### src/rtl/md_sequencer.sv
// rtl/md_sequencer.sv - multi-cycle HI/LO multiply/divide sequencer
// Ports: clk, rst (sync, active-low); start/op/rs_data/rt_data issue an md op;
//        hilo_use marks an instruction needing HI/LO; flush aborts the op;
//        busy/stall report occupancy; done pulses with hi_out/lo_out/div_zero.
module md_sequencer #(
  parameter int WIDTH = 32
) (
  input  logic             clk,
  input  logic             rst,
  input  logic             start,
  input  logic [1:0]       op,
  input  logic [WIDTH-1:0] rs_data,
  input  logic [WIDTH-1:0] rt_data,
  input  logic             hilo_use,
  input  logic             flush,
  output logic             busy,
  output logic             stall,
  output logic             done,
  output logic [WIDTH-1:0] hi_out,
  output logic [WIDTH-1:0] lo_out,
  output logic             div_zero
);

  localparam int CW = $clog2(WIDTH) + 1;

  typedef enum logic [2:0] {S_IDLE, S_CALC, S_FIX, S_ZERO, S_DONE} state_t;

  state_t state, state_nxt;

  logic [CW-1:0]      count;
  logic               is_div, neg_lo, neg_hi;
  logic [WIDTH-1:0]   opb;
  // Multiply: {carry+upper (WIDTH+1), multiplier/low product (WIDTH)}.
  // Divide:   {spare bit, remainder (WIDTH), quotient (WIDTH)}.
  logic [2*WIDTH:0]   acc;

  logic               accept, rt_zero;
  logic [WIDTH-1:0]   abs_a, abs_b, acc_init;
  logic [WIDTH:0]     mul_sum;
  logic [2*WIDTH:0]   mul_step, div_sh, div_step;
  logic               div_ge;
  logic [WIDTH-1:0]   div_diff;
  logic [2*WIDTH-1:0] prod_sgn;
  logic [WIDTH-1:0]   res_hi, res_lo;

  assign accept  = start & ~flush & ((state == S_IDLE) | (state == S_DONE));
  assign rt_zero = (rt_data == '0);
  assign abs_a   = (op[0] & rs_data[WIDTH-1]) ? -rs_data : rs_data;
  assign abs_b   = (op[0] & rt_data[WIDTH-1]) ? -rt_data : rt_data;
  // A zero divisor skips CALC, so the raw dividend is parked for ZERO to return.
  assign acc_init = op[1] ? (rt_zero ? rs_data : abs_a) : abs_b;

  assign mul_sum  = acc[2*WIDTH:WIDTH] + {1'b0, opb};
  assign mul_step = acc[0] ? {1'b0, mul_sum, acc[WIDTH-1:1]} : {1'b0, acc[2*WIDTH:1]};

  assign div_sh   = {acc[2*WIDTH-1:0], 1'b0};
  assign div_ge   = div_sh[2*WIDTH:WIDTH] >= {1'b0, opb};
  // Only the low WIDTH bits of the difference matter: when it is kept it is below opb.
  assign div_diff = div_sh[2*WIDTH-1:WIDTH] - opb;
  assign div_step = div_ge ? {1'b0, div_diff, div_sh[WIDTH-1:1], 1'b1} : div_sh;

  assign prod_sgn = neg_lo ? -acc[2*WIDTH-1:0] : acc[2*WIDTH-1:0];
  assign res_hi   = is_div ? (neg_hi ? -acc[2*WIDTH-1:WIDTH] : acc[2*WIDTH-1:WIDTH])
                           : prod_sgn[2*WIDTH-1:WIDTH];
  assign res_lo   = is_div ? (neg_lo ? -acc[WIDTH-1:0] : acc[WIDTH-1:0])
                           : prod_sgn[WIDTH-1:0];

  assign busy  = (state == S_CALC) | (state == S_FIX) | (state == S_ZERO);
  assign stall = busy & hilo_use;
  assign done  = (state == S_DONE);

  always_ff @(posedge clk) begin
    if (!rst) state <= S_IDLE;
    else      state <= state_nxt;
  end

  always_comb begin
    state_nxt = state;
    case (state)
      S_IDLE, S_DONE: begin
        if (accept) state_nxt = (op[1] && rt_zero) ? S_ZERO : S_CALC;
        else        state_nxt = S_IDLE;
      end
      S_CALC: begin
        if (flush)                          state_nxt = S_IDLE;
        else if (count == CW'(WIDTH - 1))   state_nxt = S_FIX;
      end
      S_FIX, S_ZERO: state_nxt = flush ? S_IDLE : S_DONE;
      default: state_nxt = S_IDLE;
    endcase
  end

  always_ff @(posedge clk) begin
    if (!rst) begin
      count    <= '0;
      acc      <= '0;
      opb      <= '0;
      is_div   <= 1'b0;
      neg_lo   <= 1'b0;
      neg_hi   <= 1'b0;
      hi_out   <= '0;
      lo_out   <= '0;
      div_zero <= 1'b0;
    end else begin
      case (state)
        S_IDLE, S_DONE: begin
          if (accept) begin
            count  <= '0;
            is_div <= op[1];
            neg_lo <= op[0] & (rs_data[WIDTH-1] ^ rt_data[WIDTH-1]);
            neg_hi <= op[0] & rs_data[WIDTH-1];
            opb    <= op[1] ? abs_b : abs_a;
            acc    <= {{(WIDTH+1){1'b0}}, acc_init};
          end
        end
        S_CALC: begin
          count <= count + CW'(1);
          acc   <= is_div ? div_step : mul_step;
        end
        S_FIX: begin
          if (!flush) begin
            hi_out   <= res_hi;
            lo_out   <= res_lo;
            div_zero <= 1'b0;
          end
        end
        S_ZERO: begin
          if (!flush) begin
            hi_out   <= acc[WIDTH-1:0];
            lo_out   <= '1;
            div_zero <= 1'b1;
          end
        end
        default: ;
      endcase
    end
  end

endmodule

### config.mk
export PLATFORM = sky130hd
export DESIGN_NAME = md_sequencer
export DESIGN_NICKNAME = d
export VERILOG_FILES = /design/src/rtl/md_sequencer.sv
export SDC_FILE = /design/constraint.sdc
export NUM_CORES = 1
export LEC_CHECK = 0
export BUFFER_PORTS_ARGS = -buffer_cell sky130_fd_sc_hd__buf_4
export CAP_MARGIN = 30
export CORE_ASPECT_RATIO = 1.4
export CORE_MARGIN = 2
export CORE_UTILIZATION = 35
export CTS_BUF_LIST = sky130_fd_sc_hd__clkbuf_4 sky130_fd_sc_hd__clkbuf_8
export CTS_CLUSTER_SIZE = 40
export DETAILED_ROUTE_END_ITERATION = 10
export GPL_ROUTABILITY_DRIVEN = 0
export PLACE_DENSITY = 0.51
export SLEW_MARGIN = 20
export SYNTH_ARGS = -nofsm -noshare
export SYNTH_HDL_FRONTEND = slang
export SYNTH_SLANG_ARGS = --single-unit
### constraint.sdc
create_clock -name clk -period 9.2 [get_ports clk]
set_input_delay 0.46 -clock clk [delete_from_list [all_inputs] [get_ports clk]]
set_output_delay 0.46 -clock clk [all_outputs]
set_load 0.01 [all_outputs]
-- After elaboration in Yosys (flattened, before gate mapping)
Cells that the tools add are included.
- $add $sub $neg: 8
- multiply operators: 0
- div/mod/pow operators: 0
- $lt $le $gt $ge: 1
- equality and inequality tests: 9
- shift operators: 0
- muxes and demuxes: 32
- bitwise operators: 11
- reduce and logical (&&, ||, !) cells: 10
- operators by type and width (operator ; count):
    two-way mux 32 bit ; 13
    two-way mux 65 bit ; 3
    case mux 65 bit (2 select lines) ; 1
    two-way mux 64 bit ; 2
    negation 32 bit ; 4
    case mux 32 bit (2 select lines) ; 2
    negation 64 bit ; 1
    adder 33 x 32 -> 33 bit ; 1
    greater-or-equal comparator 33 x 32 -> 1 bit ; 1
    logical NOT 32 bit ; 1
    subtractor 32 bit ; 1
    case mux 6 bit (2 select lines) ; 1
    two-way mux 3 bit ; 3
    case mux 3 bit (3 select lines) ; 1
    adder 6 x 1 -> 6 bit, second input constant ; 1
    bitwise AND 1 bit ; 6
    equality test 3 x 2 -> 1 bit, second input constant ; 2
    equality test 6 x 5 -> 1 bit, second input constant ; 1
    two-way mux 6 bit ; 1
    inequality test 2 bit, second input constant ; 3
    two-way mux 2 bit ; 2
    AND reduction 2 bit ; 2
    nonzero test 2 bit ; 2
    OR reduction 2 bit ; 2
    other kinds (11) ; 14
- register bits after elaboration: 174
- bits in latches: 0
- bits in writable memories: 0
- ROM bits: 0
- input bits: 71
- output and inout port bits: 68
- logic and storage cells: 81
- memories kept: 0

-- Longest topological paths before layout
Gate-level depths: netlist (run 1).
- depth in word-level cells: 6
- gate-level depth with buffers: 15

-- Least setup slack after synthesis (run 1)
No wires, ideal clock.
- path kind: flip-flop to flip-flop
- from: reg opb[1]
- to: reg acc[56]
- arrival: 3.049 ns
- required time: 9.081 ns
- slack: 6.031 ns
- stages on the path, launching flop included: 15
- clock period less this slack: 3.169 ns
- path through: dfxtp_1 > inv_1 > ha_1 > nor2b_1 > o31a_1 > or3_1 > a221oi_1 > o21ba_2 > o211a_1 > buf_4 > buf_2 > mux2i_1 > a21oi_1 > o31ai_1 > nand2_1
- word-level cells in the longest chain between the ends: 4
- RTL lines (element ; line ; RTL):
    start: declaration ; 32 ; logic [WIDTH-1:0] opb;
    start signal: assignment ; 112 ; opb <= op[1] ? abs_b : abs_a;
    adder 33 x 32 -> 33 bit (tied with other cells) ; 53 ; assign mul_sum = acc[2*WIDTH:WIDTH] + {1'b0, opb};
    two-way mux 64 bit or two-way mux 65 bit (tied branches) ; 54, 60 ;
    two-way mux 65 bit (*) ; 118 ; acc <= is_div ? div_step : mul_step;
    case mux 65 bit (2 select lines) (*) ; 105 ; case (state)
    end signal: assignment ; 113 ; acc <= {{(WIDTH+1){1'b0}}, acc_init};
    end signal: assignment ; 118 ;
    end: declaration ; 35 ; logic [2*WIDTH:0] acc;
Mark *: on every way between the ends. The rest lies on a longest branch, timed or not.
A chain may end at the register's enable or synchronous reset.

-- Final worst setup path (run 1)
- from: reg acc[32]
- to: reg acc[47]
- word-level cells in the longest chain between the ends: 4
- RTL lines (element ; line):
    adder 33 x 32 -> 33 bit (tied with other cells) ; 53
    two-way mux 64 bit or two-way mux 65 bit (tied branches) ; 54, 60
    two-way mux 65 bit (*) ; 118
    case mux 65 bit (2 select lines) (*) ; 105
Marks and branches as above.

==> key figures, run 1 <==
Place
  • Post-DP HPWL: 44.6 mm
  • Port Buf Inserts: between 100 and 150

Clock tree
  • Hold_buf cts: 0
  • H-tree Lvls: 4
  • Post-CTS sizing: 0
  • Clk root buf: clkbuf_8
  • TritonCTS buffer count: 17
  • Clock Latency Late Sink: approximately 520 ps
  • Clock Pin Slew Worst Setup and Hold Paths: approximately 120 ps
  • Max Buffers Root-to-Sink: 2
  • Sinks on Clock Net: around 170
  • Post-CTS setup buffers: 0
  • CTS tree: done

Global route
  • Vias in the first global route: between 10000 and 15000
  • First-pass GRT wire length: approximately 88 mm
  • Pin count of the biggest net entering global routing: 92
  • Initial antenna violation count: 2
  • Total gr overflow: 0
  • Total GRT Usage: 26.3%

Worst setup path
  • Critical Path Max Stage Delay: approximately 600 ps
  • Critical-path cell list: ha_1 -> nor2b_1 -> o31a_1 -> or3_1 -> a221oi_1 -> o21ba_2 -> o211a_1 -> buf_4 -> mux2i_1 -> a22oi_1 -> a22o_1
  • R2R cell count: 11
  • Setup CP Type: reg -> reg
  • FF-to-FF setup slack: 5130 ps
  • CP Launch Type: register
  • Setup crit start: acc[32]
  • Req. time, crit path: around 9600 ps
  • CP arrival: 4490 ps
  • Worst r2r dst: acc[47]
  • Critical Path End Type: register
  • CP Max Fanout: 36
  • Slowest CP cell: dfxtp_1
  • FF-to-FF Start: acc[32]

Worst hold path
  • Min-delay src: flush
  • Hold Crit Class: in -> reg
  • Hold Path Stages: 3
  • Worst hold endpoint: state[0]

Finish
  • Layout net count: about 2200
  • Layout cells sized above 1: a little under an eighth
  • Commonest non-fill, non-tap cell in the layout: a21oi_1
  • Area growth, synth to finish: 12.4%
  • Commonest cells after routing, fill and taps aside: a21oi_1, nand2_1, nor2_1

STA
  • Minimum clock period: 4070 ps
  • Worst Tran Pin Value: between 900 and 1000 ps
  • Setup TNS: 0 ps
  • Max Slew Vio Count: 0
  • Slew HR: 33.6%
  • RSZ-0062 raised after global routing: no
  • Final clock skew: about 23 ps
  • Final period utilization: around 44%
  • Setup violations, final: 0
  • Final Hold Fails: 0
  • Maximum clock rate: between 200 and 250 MHz

Floorplanning
  • IO Count: between 100 and 150
  • Core area: 41300 sq um
  • Die area: roughly 44000 sq um
  • Chip height: 246 microns
  • Initial core utilization: between 30% and 40%
  • Site Rows: between 80 and 90
  • Die width: 177 microns

Pwr
  • Net switching power: roughly 0.82 mW
  • Comb pwr share: a little under a third
  • Share of power burned in registers: 40.6%
  • Cell Pwr Density: around 120 nW/um^2
  • Clk network pwr share: between 20 and 30%
  • Leak: between 6 and 7 nW
  • Cell Int Power: 1.23 mW
  • Switching share of total power: between 40 and 50%
  • Worst IR drop on VDD: 0.0986 mV
  • Tot Pwr: 2.06 mW

Synth
  • Post-synth EDFFs: 0
  • Synth cell types: 82
  • Post-synthesis register bit count: about 170
  • Fraction of registers with async set or reset after synthesis: 0%
  • Cell area after synthesis: around 15000 sq um
  • Synthesized net count: around 2200
  • Predominant post-synthesis flop cell: dfxtp_1
  • Synth Instances: between 2000 and 2500
  • Register area share after synthesis: between 20% and 30%
  • Syn Area/Cell: just over 7 sq um
  • Ys Warns: 0

Outcome
  • Outcome: finished, final reports clean

Drt
  • Drt via density: between 5 and 6
  • Detail Route Antenna Nets: 0
  • Initial DRC count: between 1000 and 1500
  • WL final: between 50 and 60 mm
  • DR vias: between 15000 and 20000
  • Remaining DRCs: 0
  • DR WL/cell: ~22 microns
  • Drt first pass iters: 7

Flow run
  • Max-Cap Viols: 0
-- worst max path at each step --
| stage | slack [ps] | depth (start not counted) | end |
|---|---|---|---|
| after CTS | 5140 | 12 | acc[36] |
| after global placement | 5330 | 11 | acc[47] |
| after detailed placement | 5180 | 12 | acc[36] |
| after floorplan | 6030 | 14 | acc[56] |
| final | 5130 | 11 | acc[47] |
| after global routing | 4800 | 12 | acc[36] |
-- layer usage --
metal	up-vias	GRT usage, %	part of all wire (%)
met1	7351	32.3	41
met3	125	3.13	5.3
met5	-	0	0.021
met4	2	13.6	5.2
met2	542	44.9	48
li1	7373	-	-
-- kinds of logic (layout without fill, tap and decap cells) --
| family | count (synthesis) | in the layout | synth area share, % |
|---|---|---|---|
| mux | 46 | 46 | 3.17 |
| flops | 174 | 174 | 23.8 |
| fa+ha+maj | 71 | 71 | 6.17 |
| simple gates | 628 | 628 | 20.4 |
| compound gates | 686 | 686 | 29.3 |
| xor+xnor | 188 | 188 | 11.2 |
| buf+inv | 224 | 274 | 5.93 |
| other cells | 0 | 1 | 0 |
-- stage by stage --
| stage | cells | setup slack [ps] | hold WS, ps | area (sq um) | util, % |
|---|---|---|---|---|---|
| after floorplan | 2017 | 6030 | 444 | 14600 | - |
| after global placement | 2572 | 5330 | 441 | 16000 | 38.7 |
| after detailed placement | 2573 | 5180 | 448 | 16000 | 38.8 |
| after CTS | 2605 | 5140 | 275 | 16400 | 39.8 |
| after global routing | 2608 | 4800 | 289 | 16500 | 39.9 |
| final | 2608 | 5130 | 304 | 16500 | 39.9 |
-- synthesized netlist by cell type (5+ instances only) --
master / instances / share of area [%]
a211oi_1: 31 / 1.6
a21o_1: 22 / 1.1
a21oi_1: 240 / 8.2
a221oi_1: 9 / 0.54
a22o_1: 17 / 1.0
a22oi_1: 9 / 0.46
a311oi_1: 9 / 0.54
a31oi_1: 27 / 1.2
a41oi_1: 5 / 0.30
and2_1: 17 / 0.73
and3_1: 11 / 0.47
buf_1: 9 / 0.23
buf_2: 6 / 0.21
clkbuf_1: 130 / 3.3
dfxtp_1: 174 / 24
ha_1: 69 / 5.9
inv_1: 73 / 1.9
mux2i_1: 43 / 2.9
nand2_1: 204 / 5.2
nand2b_1: 14 / 0.60
nand3_1: 39 / 1.3
nand3b_1: 6 / 0.31
nand4_1: 19 / 0.81
nor2_1: 184 / 4.7
nor2b_1: 19 / 0.81
nor3_1: 33 / 1.1
nor3b_1: 6 / 0.31
nor4_1: 13 / 0.56
o2111ai_1: 5 / 0.30
o211ai_1: 40 / 2.1
o21a_1: 12 / 0.62
o21ai_0: 147 / 5.0
o21ai_1: 7 / 0.24
o21bai_1: 6 / 0.31
o221ai_1: 31 / 1.9
o22ai_1: 9 / 0.38
o31ai_1: 25 / 1.3
o41ai_1: 9 / 0.54
or2_2: 5 / 0.21
or3_1: 23 / 0.98
or4_1: 13 / 0.67
xnor2_1: 94 / 5.6
xor2_1: 94 / 5.6
-- power groups by stage --
| stage | Sequential, mW | Combinational (mW) | Clock [mW] |
|---|---|---|---|
| 2_1_floorplan | 0.814 | 0.458 | 0 |
| 3_3_place_gp | 0.851 | 0.628 | 0 |
| 3_5_place_dp | 0.851 | 0.631 | 0 |
| 4_1_cts | 0.834 | 0.634 | 0.590 |
| 5_1_grt | 0.838 | 0.702 | 0.617 |
| 6_report | 0.836 | 0.641 | 0.579 |
-- sequential cells by signal, indices dropped and copies added, names as in the netlist --
name	cells
count	6
neg_hi	1
lo_out	32
state	3
is_div	1
opb	32
acc	65
neg_lo	1
hi_out	32
div_zero	1
-- critical path: cells and delay by family (launching register included) --
family,cells,cell delay [ps]
AOI/OAI and AO/OA,6,1890
adders and majority gates,1,320
buffers and inverters,1,450
DFF,1,590
muxes,1,240
and+or+nand+nor,2,450
-- area by class of cell --
cell class | count | area (sq um)
Tap cell | 540 | 676
Fill cell | 4342 | 24800
Inverter | 75 | 282
Antenna cell | 1 | 2.50
Sequential cell | 174 | 3490
Multi-Input combinational cell | 1619 | 10300
Clock buffer | 17 | 234
Timing Repair Buffer | 167 | 1270
Clock inverter | 15 | 193
Power figures use the tool's default switching activity.
==> run 2, diff against run 1 <==
==> constraint.sdc (replaced) <==
create_clock -name clk -period 3.8 [get_ports clk]
set_input_delay 0.19 -clock clk [delete_from_list [all_inputs] [get_ports clk]]
set_output_delay 0.19 -clock clk [all_outputs]
set_load 0.01 [all_outputs]
==> run 2 against run 1 <==
- via count is 2.1% higher
- register-to-register slack worse by 4900 ps
- core utilization is 1.0 points higher
- setup slack worse by 4900 ps
- sequential power is 140% higher
- cell area is 2.6% higher
- maximum frequency is 15% higher
- die area stayed put
- worst hold slack worse by 270 ps
- critical endpoint is now acc[61]
- largest cell class unchanged
- highest routed layer unchanged
==> key figures, run 2 (same netlist as run 1, synthesis figures left out) <==
Clock tree
  • Clock Latency Late Sink: 520 ps (about the same)
  • Post-CTS setup buffers: 0 (unchanged)
  • Post-CTS sizing: 0 (unchanged)
  • Hold_buf cts: 1 (was 0)
  • Clk root buf: clkbuf_8 (unchanged)
  • H-tree Lvls: 4 (unchanged)
  • Clock Pin Slew Worst Setup and Hold Paths: 110 ps (was 120 ps)
  • CTS tree: done (unchanged)
  • Sinks on Clock Net: 174 (unchanged)
  • Max Buffers Root-to-Sink: 2 (unchanged)
  • TritonCTS buffer count: 17 (unchanged)

STA
  • Max Slew Vio Count: 0 (unchanged)
  • Final Hold Fails: 0 (unchanged)
  • Hold slack final: 36.7 ps (was 304 ps)
  • Slew HR: 32.2% (was 33.6%)
  • Final period utilization: 93.0% (was 44.3%)
  • Setup TNS: 0 ps (unchanged)
  • Setup ws final: 266 ps (was 5130 ps)
  • Setup violations, final: 0 (unchanged)
  • RSZ-0062 raised after global routing: no (unchanged)
  • Maximum clock rate: 283 MHz (was 246 MHz)
  • Worst Tran Pin Value: 1010 ps (was 986 ps)
  • Final clock skew: 18.4 ps (was 23.5 ps)
  • Minimum clock period: 3530 ps (was 4070 ps)

Worst setup path
  • Most common cell on crit path: o211ai_1
  • Req. time, crit path: 4210 ps (was 9610 ps)
  • Slowest CP cell: o211ai_1 (was dfxtp_1)
  • Delay-heaviest family, CP: compound AO/OA/AOI/OAI gates (unchanged)
  • CP Buf/Inv Count: 0 (was 1)
  • Critical Path End Type: register (unchanged)
  • Critical Path Max Stage Delay: 670 ps (was 590 ps)
  • Setup CP Type: reg -> reg (unchanged)
  • CP Launch Type: register (unchanged)
  • CP arrival: 3940 ps (was 4490 ps)
  • Critical-path cell list: ha_1 -> nor2b_1 -> o211ai_1 -> a31oi_1 -> o211ai_1 -> o211ai_1 -> a221oi_1 -> o21ai_0 -> xnor2_1 -> a21oi_1 -> o21ai_0 (was ha_1 -> nor2b_1 -> o31a_1 -> or3_1 -> a221oi_1 -> o21ba_2 -> o211a_1 -> buf_4 -> mux2i_1 -> a22oi_1 -> a22o_1)
  • CP Max Fanout: 5 (was 36)

Finish
  • Reg with most FFs: acc (unchanged)
  • Largest register FFs: 65 (unchanged)
  • FILL cells: 4353 (was 4342)
  • Layout net count: 2256 (was 2196)
  • Layout cells sized above 1: 13.9% (was 11.5%)
  • Commonest non-fill, non-tap cell in the layout: a21oi_1 (unchanged)
  • Commonest cells after routing, fill and taps aside: a21oi_1, buf_4, nand2_1 (was a21oi_1, nand2_1, nor2_1)
  • Finished Core Util: 40.9% (was 39.9%)
  • Area growth, synth to finish: 15.3% (was 12.4%)

Worst hold path
  • Hold Crit Class: in -> reg (unchanged)

Pwr
  • Worst IR drop on VDD: 0.228 mV (was 0.0986 mV)
  • Cell Int Power: 3.13 mW (was 1.23 mW)
  • Clk network pwr share: 28.3% (was 28.2%)
  • Tot Pwr: 5.10 mW (was 2.06 mW)
  • Comb pwr share: 33.1% (was 31.2%)
  • Net switching power: 1.97 mW (was 0.825 mW)
  • Leak: 6.87 nW (was 6.56 nW)
  • Switching share of total power: 38.6% (was 40.1%)
  • Cell Pwr Density: 302 nW/um^2 (was 125 nW/um^2)
  • Share of power burned in registers: 38.6% (was 40.6%)

Place
  • Port Buf Inserts: 138 (unchanged)
  • Place WS: 395 ps (was 5180 ps)
  • Post-DP HPWL: 46.2 mm (was 44.6 mm)

Global route
  • Total GRT Usage: 27.2% (was 26.3%)
  • Initial antenna violation count: 6 (was 2)
  • First-pass GRT wire length: 90.5 mm (was 87.9 mm)
  • Pin count of the biggest net entering global routing: 67 (was 92)
  • Total gr overflow: 0 (unchanged)
  • Vias in the first global route: 14900 (was 14600)

Floorplanning
  • Chip height: 246 microns (unchanged)
  • Core area: 41300 sq um (unchanged)
  • IO Count: 139 (unchanged)
  • Site Rows: 88 (unchanged)
  • Initial core utilization: 35.5% (unchanged)
  • Die area: 43500 sq um (unchanged)
  • Die width: 177 microns (unchanged)

Outcome
  • Outcome: finished, final reports clean (unchanged)

Drt
  • Remaining DRCs: 0 (unchanged)
  • Detail Route Antenna Nets: 0 (unchanged)
  • DR WL/cell: 22.4 microns (was 22.1 microns)
  • Initial DRC count: 1241 (was 1030)
  • DR vias: 15700 (was 15400)
  • Drt first pass iters: 5 (was 7)
  • Drt via density: 5.89 (was 5.90)
  • WL final: 59.8 mm (was 57.7 mm)

Flow run
  • Max-Cap Viols: 0 (unchanged)
-- run 2: cell types whose count changed in the layout (fill, tap and decap cells not counted), sizes merged --
cell	delta
clkinvlp	+1
bufinv	+2
buf	+58
clkinv	-4
clkbuf	+2
dlygate4sd3	+1
diode	+2
-- run 2: worst min-delay path, cell delays in order --
cell and delay (ps):
buf_4 110, xor2_1 140, o31ai_1 70
-- run 2: path summary, 6_finish.rpt --
kind / startpoint / slack [ps] / endpoint / depth (start not counted)
worst min-delay path: rs_data[29] / 40 / acc[29] / 3
worst min register to register: hi_out[18] / 460 / hi_out[18] / 2
worst max register to register: opb[2] / 270 / acc[61] / 11
worst max-delay path: opb[2] / 270 / acc[61] / 11
-- run 2: cell type report --
type                       instances  area [sq um]  area share [%]
multi-input combinational       1619         10300            61.1
sequential                       174          3490            20.7
timing repair buffer             227          1710            10.1
tap                              540           676            4.00
inverter                          75           282            1.67
clock buffer                      18           241            1.43
clock inverter                    14           171            1.01
antenna                            3          7.51          0.0445
-- run 2: per-stage QoR --
stage | instance area [sq um] | std cells
3_3_place_gp | 16400 | 2629
3_5_place_dp | 16400 | 2632
6_report | 16900 | 2670
2_1_floorplan | 14600 | 2017
5_1_grt | 16900 | 2668
4_1_cts | 16900 | 2665
-- run 2: power by group through the flow --
stage	clock (mW)	sequential, mW	combinational [mW]
finish	1.44	1.97	1.69
global route	1.54	1.97	1.84
CTS	1.47	1.96	1.67
detailed placement	0	2.01	1.66
global placement	0	2.01	1.66
floorplan	0	1.97	1.11
-- run 2: routing by layer --
layer  wire (microns)  track usage (%)  up-vias
met4             3470             15.8        4
met1            24500             33.6     7476
met5               23                0        -
met2            28000             44.9      621
li1                 -                -     7472
met3             3810             3.97      141
